===== src/rtl/gmii_tx_frame_monitor_pkg.sv =====
// Shared constants, state encoding and helpers for the GMII transmit frame monitor.
package gmii_pkg;

  localparam logic [7:0]  PREAMBLE_BYTE = 8'h55;
  localparam logic [7:0]  SFD_BYTE      = 8'hD5;
  localparam logic [31:0] CRC32_RESIDUE = 32'hC704DD7B;
  localparam logic [31:0] CRC32_INIT    = 32'hFFFFFFFF;
  localparam logic [31:0] CRC32_POLY    = 32'hEDB88320;

  // One-hot frame tracking states
  typedef enum logic [3:0] {
    IDLE     = 4'b0001,
    PREAMBLE = 4'b0010,
    DATA     = 4'b0100,
    DISCARD  = 4'b1000
  } state_t;

  // Bit positions inside err_flags
  localparam int ERR_PRE   = 0;
  localparam int ERR_FCS   = 1;
  localparam int ERR_RUNT  = 2;
  localparam int ERR_GIANT = 3;
  localparam int ERR_IFG   = 4;
  localparam int ERR_W     = 5;

  // The CRC register is kept in reflected (LSB-first) order while the residue
  // constant is written in normal bit order, so the register is reversed
  // before it is compared.
  function automatic logic [31:0] bit_reverse32(input logic [31:0] v);
    logic [31:0] r;
    for (int i = 0; i < 32; i++) begin
      r[i] = v[31-i];
    end
    return r;
  endfunction

endpackage


===== src/rtl/gmii_tx_frame_monitor_if.sv =====
// GMII transmit bus as seen by a sender (master) and by the passive monitor (slave).
interface gmii_tx_frame_monitor_if;

  logic       gmii_tx_en;
  logic [7:0] gmii_txd;

  modport master (output gmii_tx_en, output gmii_txd);
  modport slave  (input  gmii_tx_en, input  gmii_txd);

endinterface


===== src/rtl/gmii_tx_frame_monitor_crc32_d8.sv =====
// Combinational CRC-32 step for one byte, reflected polynomial, bits taken LSB first.
module crc32_d8
  import gmii_pkg::*;
(
  input  logic [31:0] crc_in,
  input  logic [7:0]  d,
  output logic [31:0] crc_out
);

  // Shift the eight data bits through the reflected LFSR, bit 0 first
  always_comb begin
    logic [31:0] c;
    c = crc_in;
    for (int i = 0; i < 8; i++) begin
      if (c[0] ^ d[i]) begin
        c = (c >> 1) ^ CRC32_POLY;
      end else begin
        c = c >> 1;
      end
    end
    crc_out = c;
  end

endmodule


===== src/rtl/gmii_tx_frame_monitor.sv =====
// Passive checker of the registered GMII transmit stream: preamble/SFD, length,
// FCS and inter-frame gap per frame, with per-frame status and running counters.
module gmii_tx_frame_monitor
  import gmii_pkg::*;
#(
  parameter int MIN_FRAME = 64,
  parameter int MAX_FRAME = 1518,
  parameter int IFG_MIN   = 12
) (
  input  logic                  gmii_tx_clk,
  input  logic                  rst,
  gmii_tx_frame_monitor_if.slave gmii,
  output logic                  frame_done,
  output logic                  frame_ok,
  output logic [15:0]           frame_len,
  output logic [15:0]           ether_type,
  output logic [ERR_W-1:0]      err_flags,
  output logic [31:0]           frame_cnt,
  output logic [31:0]           err_cnt
);

  localparam logic [15:0] IFG_MIN_L = 16'(IFG_MIN);
  localparam logic [15:0] MIN_L     = 16'(MIN_FRAME);
  localparam logic [15:0] MAX_L     = 16'(MAX_FRAME);

  logic       en;
  logic [7:0] txd;

  assign en  = gmii.gmii_tx_en;
  assign txd = gmii.gmii_txd;

  state_t      state, state_next;
  logic [15:0] ifg_cnt, ifg_next;
  logic        ifg_short, ifg_short_next;
  logic [2:0]  pre_cnt, pre_cnt_next;
  logic [31:0] crc, crc_next, crc_calc;
  logic [15:0] len, len_next;
  logic [15:0] et_work, et_next;
  logic        silent, silent_next;
  logic        just_reset;

  logic             end_frame;
  logic [ERR_W-1:0] flags_end;
  logic [15:0]      len_end;
  logic [15:0]      et_end;

  crc32_d8 u_crc (
    .crc_in  (crc),
    .d       (txd),
    .crc_out (crc_calc)
  );

  // Next-state and frame-end evaluation for the frame tracker
  always_comb begin
    state_next     = state;
    ifg_next       = ifg_cnt;
    ifg_short_next = ifg_short;
    pre_cnt_next   = pre_cnt;
    crc_next       = crc;
    len_next       = len;
    et_next        = et_work;
    silent_next    = silent;
    end_frame      = 1'b0;
    flags_end      = '0;
    len_end        = 16'h0000;
    et_end         = 16'h0000;

    unique case (state)
      IDLE: begin
        if (!en) begin
          if (ifg_cnt < IFG_MIN_L) begin
            ifg_next = ifg_cnt + 16'd1;
          end
        end else begin
          ifg_short_next = (ifg_cnt < IFG_MIN_L);
          pre_cnt_next   = 3'd0;
          len_next       = 16'h0000;
          et_next        = 16'h0000;
          silent_next    = 1'b0;
          // A frame already in flight when reset released is not ours to judge
          if (just_reset) begin
            state_next  = DISCARD;
            silent_next = 1'b1;
          end else if (txd == PREAMBLE_BYTE) begin
            state_next   = PREAMBLE;
            pre_cnt_next = 3'd1;
          end else begin
            state_next = DISCARD;
          end
        end
      end

      PREAMBLE: begin
        if (!en) begin
          end_frame          = 1'b1;
          flags_end[ERR_PRE] = 1'b1;
        end else if (txd == PREAMBLE_BYTE && pre_cnt < 3'd7) begin
          pre_cnt_next = pre_cnt + 3'd1;
        end else if (txd == SFD_BYTE && pre_cnt == 3'd7) begin
          state_next = DATA;
          crc_next   = CRC32_INIT;
          len_next   = 16'h0000;
        end else begin
          state_next = DISCARD;
        end
      end

      DATA: begin
        if (!en) begin
          end_frame            = 1'b1;
          flags_end[ERR_FCS]   = (bit_reverse32(crc) != CRC32_RESIDUE);
          flags_end[ERR_RUNT]  = (len < MIN_L);
          flags_end[ERR_GIANT] = (len > MAX_L);
          len_end              = len;
          et_end               = (len >= 16'd14) ? et_work : 16'h0000;
        end else begin
          crc_next = crc_calc;
          if (len != 16'hFFFF) begin
            len_next = len + 16'd1;
          end
          if (len == 16'd12) begin
            et_next[15:8] = txd;
          end
          if (len == 16'd13) begin
            et_next[7:0] = txd;
          end
        end
      end

      DISCARD: begin
        if (!en) begin
          if (silent) begin
            state_next  = IDLE;
            ifg_next    = IFG_MIN_L;
            silent_next = 1'b0;
          end else begin
            end_frame          = 1'b1;
            flags_end[ERR_PRE] = 1'b1;
          end
        end
      end

      default: begin
        state_next = IDLE;
      end
    endcase

    // The cycle that samples en low already counts as the first idle cycle
    if (end_frame) begin
      state_next         = IDLE;
      ifg_next           = 16'd1;
      flags_end[ERR_IFG] = ifg_short;
    end
  end

  // Frame tracker registers
  always_ff @(posedge gmii_tx_clk) begin
    if (rst) begin
      state      <= IDLE;
      ifg_cnt    <= IFG_MIN_L;
      ifg_short  <= 1'b0;
      pre_cnt    <= 3'd0;
      crc        <= CRC32_INIT;
      len        <= 16'h0000;
      et_work    <= 16'h0000;
      silent     <= 1'b0;
      just_reset <= 1'b1;
    end else begin
      state      <= state_next;
      ifg_cnt    <= ifg_next;
      ifg_short  <= ifg_short_next;
      pre_cnt    <= pre_cnt_next;
      crc        <= crc_next;
      len        <= len_next;
      et_work    <= et_next;
      silent     <= silent_next;
      just_reset <= 1'b0;
    end
  end

  // Status outputs and saturating counters, refreshed once per completed frame
  always_ff @(posedge gmii_tx_clk) begin
    if (rst) begin
      frame_done <= 1'b0;
      frame_ok   <= 1'b0;
      frame_len  <= 16'h0000;
      ether_type <= 16'h0000;
      err_flags  <= '0;
      frame_cnt  <= 32'h0000_0000;
      err_cnt    <= 32'h0000_0000;
    end else begin
      frame_done <= end_frame;
      if (end_frame) begin
        frame_ok   <= (flags_end == '0);
        frame_len  <= len_end;
        ether_type <= et_end;
        err_flags  <= flags_end;
        if (frame_cnt != 32'hFFFF_FFFF) begin
          frame_cnt <= frame_cnt + 32'd1;
        end
        if (flags_end != '0 && err_cnt != 32'hFFFF_FFFF) begin
          err_cnt <= err_cnt + 32'd1;
        end
      end
    end
  end

endmodule

===== src/flat_wrapper.sv =====
// flat-port wrapper written by rule: the top's interface ports become plain ports
module gmii_tx_frame_monitor_flat import gmii_pkg::*;
#(
  parameter int MIN_FRAME = 64,
  parameter int MAX_FRAME = 1518,
  parameter int IFG_MIN   = 12
)
  (gmii_tx_clk, rst, frame_done, frame_ok, frame_len, ether_type, err_flags, frame_cnt, err_cnt, gmii_gmii_tx_en, gmii_gmii_txd);
  gmii_tx_frame_monitor_if gmii_i ();
  input  logic gmii_tx_clk;
  input  logic rst;
  output logic frame_done;
  output logic frame_ok;
  output logic [15:0] frame_len;
  output logic [15:0] ether_type;
  output logic [ERR_W-1:0] err_flags;
  output logic [31:0] frame_cnt;
  output logic [31:0] err_cnt;
  input wire logic [$bits(gmii_i.gmii_tx_en)-1:0] gmii_gmii_tx_en;
  input wire logic [$bits(gmii_i.gmii_txd)-1:0] gmii_gmii_txd;
  assign gmii_i.gmii_tx_en = gmii_gmii_tx_en;
  assign gmii_i.gmii_txd = gmii_gmii_txd;
  gmii_tx_frame_monitor #(.MIN_FRAME(MIN_FRAME), .MAX_FRAME(MAX_FRAME), .IFG_MIN(IFG_MIN)) u_core (.gmii_tx_clk(gmii_tx_clk), .rst(rst), .gmii(gmii_i), .frame_done(frame_done), .frame_ok(frame_ok), .frame_len(frame_len), .ether_type(ether_type), .err_flags(err_flags), .frame_cnt(frame_cnt), .err_cnt(err_cnt));
endmodule

===== config.mk =====
export PLATFORM = sky130hd
export DESIGN_NAME = gmii_tx_frame_monitor_flat
export DESIGN_NICKNAME = d
export VERILOG_FILES = /design/src/rtl/gmii_tx_frame_monitor_pkg.sv /design/src/rtl/gmii_tx_frame_monitor_if.sv /design/src/rtl/gmii_tx_frame_monitor_crc32_d8.sv /design/src/rtl/gmii_tx_frame_monitor.sv /design/src/flat_wrapper.sv
export SDC_FILE = /design/constraint.sdc
export NUM_CORES = 1
export LEC_CHECK = 0
export CORE_MARGIN = 1
export CORE_UTILIZATION = 30
export DETAILED_ROUTE_END_ITERATION = 10
export RECOVER_POWER = 25
export SYNTH_ARGS = -nofsm -noshare
export SYNTH_HDL_FRONTEND = slang
export SYNTH_HIERARCHICAL = 1
export SYNTH_SLANG_ARGS = --single-unit

===== constraint.sdc =====
create_clock -name gmii_tx_clk -period 4.1 [get_ports gmii_tx_clk]
set_input_delay 1.025 -clock gmii_tx_clk [delete_from_list [all_inputs] [get_ports gmii_tx_clk]]
set_output_delay 1.025 -clock gmii_tx_clk [all_outputs]
set_load 0.05 [all_outputs]

==> metrics.md <==
| Metric | Value |
|---|---|
| YS warnings | 6 |
| Fin. max-slew vios | 99 |
| Cell Pwr Density | 338.7 mW/mm² |
| Die Height | 180.2 µm |
| Reg2reg setup slack | 0.89 ns |
| Final Hold Violating Endpoints | 0 |
| #FFs+latches synth | 193 |
| RR Endpoint | u_core/ether_type[3] |
| GRT Residual Overflow | 0 |
| Number of flops mapped to enable cells by yosys | 0 |
| Leakage | 4.204 nW |
| Yosys top cell by area | dfxtp_1 |
| DR vias | 7652 |
| Sequential Power Share | 0.483 |
| Clock slew at reported path FFs | 0.07 ns |
| Worst path arrival time | 3.90 ns |
| Max FO, Critical Path | 32 |
| Syn avg cell area | 9.434 µm² |
| Global placer's final weighted congestion | 0.7897 |
| Switching Share | 0.2523 |
| Register Area | 0.003864 mm² |
| # hold bufs at CTS | 0 |
| First-pass GRT wire length | 40150 µm |
| DRT antenna net count | 0 |
| Synthesized area | 0.009528 mm² |
| Fill cells | 3100 |
| Pre-CTS setup slack | 0.4557 ns |
| Setup TNS | 0 ns |
| Status | finished with violations |
| Failing checks | max-capacitance violations, max-slew violations |
| Post-route minimum period | 3.527 ns |
| Nets | 1128 |
| Crit Path Class | in2reg |
| Worst hold path class | reg2reg |
| DP HPWL | 17160 µm |
| DRT iter0 DRCs | 512 |
| Crit path launch type | primary input |
| Syn Nets | 1029 |
| CTS Sinks | 193 |
| Fin crit share | 0.8603 |
| Port Buffers | 113 |
| Hold Path End | u_core/ifg_cnt[11] |
| Row cnt | 64 |
| Final worst slack | 0.5726 ns |
| Asr flop ratio synth | 0 |
| Largest net degree at the start of global routing | 67 |
| DRT Wirelength | 24330 µm |
| Power share of the combinational group | 0.087 |
| H-tree depth | 4 |
| Gr usage total | 0.1519 |
| Synth top area share | 0.4055 |
| Max Cap Viol | 2 |
| Routed WL per cell | 16.03 µm |
| Die Wd | 180.2 µm |
| NetSw | 991.3 µW |
| # DRC | 0 |
| Hold Crit Start | u_core/ifg_cnt[11] |
| Main area contributors after synthesis | dfxtp_1 41%, nor2_1 4.8%, xnor3_1 4.3% |
| Ant diodes | 0 |
| Post-CTS sizing | 0 |
| Max Clock Skew | 0.01162 ns |
| Vias per cell | 5.041 |
| Clock network fraction of total power | 0.430 |
| Starting Density | 0.3082 |
| Later-pin clock latency in the skew report | 0.44 ns |
| Inserted Clock Buffers | 17 |
| WHS Path Cells | 2 |
| Sequential share of the synthesized area | 0.4055 |
| Syn Inst Count | 1010 |
| CTS tree | built |
| Ys flop type | dfxtp_1 |
| Relative slew slack | -0.09839 |
| Worst slew pin tran | 1.648 ns |
| Fmax | 283.5 MHz |
| Area Growth Syn to Fin | 21.76% |
| Clk buf depth | 2 |
| Post-synth cell types | 82 |
| Worst r2r src | u_core/state[3] |
| Vias in the first global route | 7480 |
| P_int | 2.938 mW |
| Die area | 0.03248 mm² |
| Area occupied by multi-input gates | 0.005335 mm² |
| Worst vdd ir | 0.2930 mV |
| Core area | 0.03091 mm² |
| Worst setup EP type | register |
| DRT Pass-1 Iters | 5 |
| R2r worst-path depth | 7 |
| I/O pins | 114 |
| Root Buffer | clkbuf_16 |
| Share of cells above drive strength 1 | 0.09002 |
| Final-report setup violation count | 0 |
| RSZ-0062 raised after global routing | no |
| Required time of the critical path | 4.47 ns |
| Post-CTS setup buffers | 0 |
| Initial antenna violation count | 0 |
## routing by layer
metal | wire length [µm] | up-vias | global-route usage
met5 | 0 | - | 0
met4 | 314 | 0 | 0.04615
met3 | 794 | 16 | 0.02951
met2 | 11380 | 115 | 0.2474
met1 | 11840 | 3671 | 0.2024
li1 | - | 3850 | -
## placed cells by master (no fill, tap or decap), types with 5 or more instances in the layout
cell and count:
clkdlybuf4s50_1 76, xnor2_1 39, nand4b_1 8, o21ai_0 14, and4_1 12, a22o_1 32
a21oi_1 38, mux2_2 10, dlygate4sd3_1 36, dfxtp_1 193, nand4_1 29, xnor3_1 18
o21a_1 10, and3_1 16, xor2_1 31, mux2i_1 21, buf_4 15, clkbuf_1 5
a31oi_1 5, ha_1 8, nand3_1 32, nor3_1 16, inv_1 14, o21ai_1 8
or4_1 7, o22ai_1 35, nand2_1 86, inv_6 6, and2_1 19, nor2_1 122
nor4_1 13, or3_1 14, nor2b_1 12, a311oi_1 7, xnor2_4 5, nand2b_1 5
clkbuf_16 17
## cells by family after synthesis
family / count (synthesis) / synth area share
AOI/OAI and AO/OA: 184 / 0.1399
DFF: 193 / 0.4055
xor gates and xnor gates: 100 / 0.1345
buffers and inverters: 69 / 0.03388
adders and majority gates: 8 / 0.01051
muxes: 33 / 0.03624
and+or+nand+nor: 423 / 0.2395
## layout make-up
type / instances / area share
Clock inverter: 12 / 0.01035
Sequential cell: 193 / 0.3330
Tap cell: 396 / 0.04271
Clock buffer: 20 / 0.04023
Inverter: 14 / 0.004530
Multi-Input combinational cell: 748 / 0.4599
Timing Repair Buffer: 135 / 0.1093
## cells in the mapped netlist, drive strengths merged, types with 4 or more instances
cell	number
a21oi	40
a22o	32
a311oi	7
a31oi	5
and2	20
and3	16
and4	12
buf	17
clkbuf	38
dfxtp	193
ha	8
inv	14
mux2	12
mux2i	21
nand2	86
nand2b	5
nand3	32
nand4	29
nand4b	8
nor2	126
nor2b	12
nor3	20
nor4	17
o21a	10
o21ai	23
o22ai	36
o31a	4
o31ai	4
or3	14
or4	8
xnor2	48
xnor3	18
xor2	34
## sequential cells by signal (all words and copies together) (netlist names)
signal,flops
u_core/frame_len,16
u_core/frame_cnt,32
u_core/frame_done,1
u_core/ifg_short,1
u_core/len,16
u_core/state,4
u_core/ifg_cnt,16
u_core/silent,1
u_core/ether_type,16
u_core/frame_ok,1
u_core/et_work,16
u_core/pre_cnt,3
u_core/err_flags,5
u_core/crc,32
u_core/err_cnt,32
u_core/just_reset,1
## worst max path at each step
stage / startpoint / depth (start not counted) / end
floorplan: gmii_gmii_txd[5] / 7 / u_core/len[8]
global placement: gmii_gmii_txd[2] / 8 / u_core/len[8]
detailed placement: gmii_gmii_txd[5] / 8 / u_core/len[8]
CTS: gmii_gmii_txd[5] / 8 / u_core/len[8]
global route: gmii_gmii_tx_en / 7 / u_core/ether_type[2]
finish: gmii_gmii_tx_en / 7 / u_core/ether_type[3]
## power groups by stage
| stage | Combinational [mW] | Clock, mW | Sequential, mW |
|---|---|---|---|
| 5_1_grt | 0.367 | 1.83 | 1.90 |
| 6_report | 0.342 | 1.69 | 1.90 |
| 4_1_cts | 0.349 | 1.75 | 1.90 |
| 3_3_place_gp | 0.345 | 0 | 1.94 |
| 3_5_place_dp | 0.347 | 0 | 1.94 |
| 2_1_floorplan | 0.275 | 0 | 1.94 |
## metrics by stage
step / cell area (µm²) / util / hold slack (ns) / power, mW / cells
finish: 11600 / 0.3753 / 0.4687 / 3.930 / 1518
global route: 11600 / 0.3753 / 0.4927 / 4.095 / 1518
CTS: 11640 / 0.3765 / 0.4735 / 3.996 / 1518
detailed placement: 11050 / 0.3575 / 0.4583 / 2.289 / 1486
global placement: 11050 / 0.3575 / 0.4485 / 2.287 / 1486
floorplan: 9528 / - / 0.4379 / 2.211 / 1010
## worst max-delay path: stages
cell,delay (ns)
dlygate4sd3_1,0.66
nor2_1,0.10
and2_0,0.22
clkbuf_1,0.23
nor2_2,0.11
clkbuf_1,1.21
a22o_1,0.32
Power figures use the tool's default switching activity.
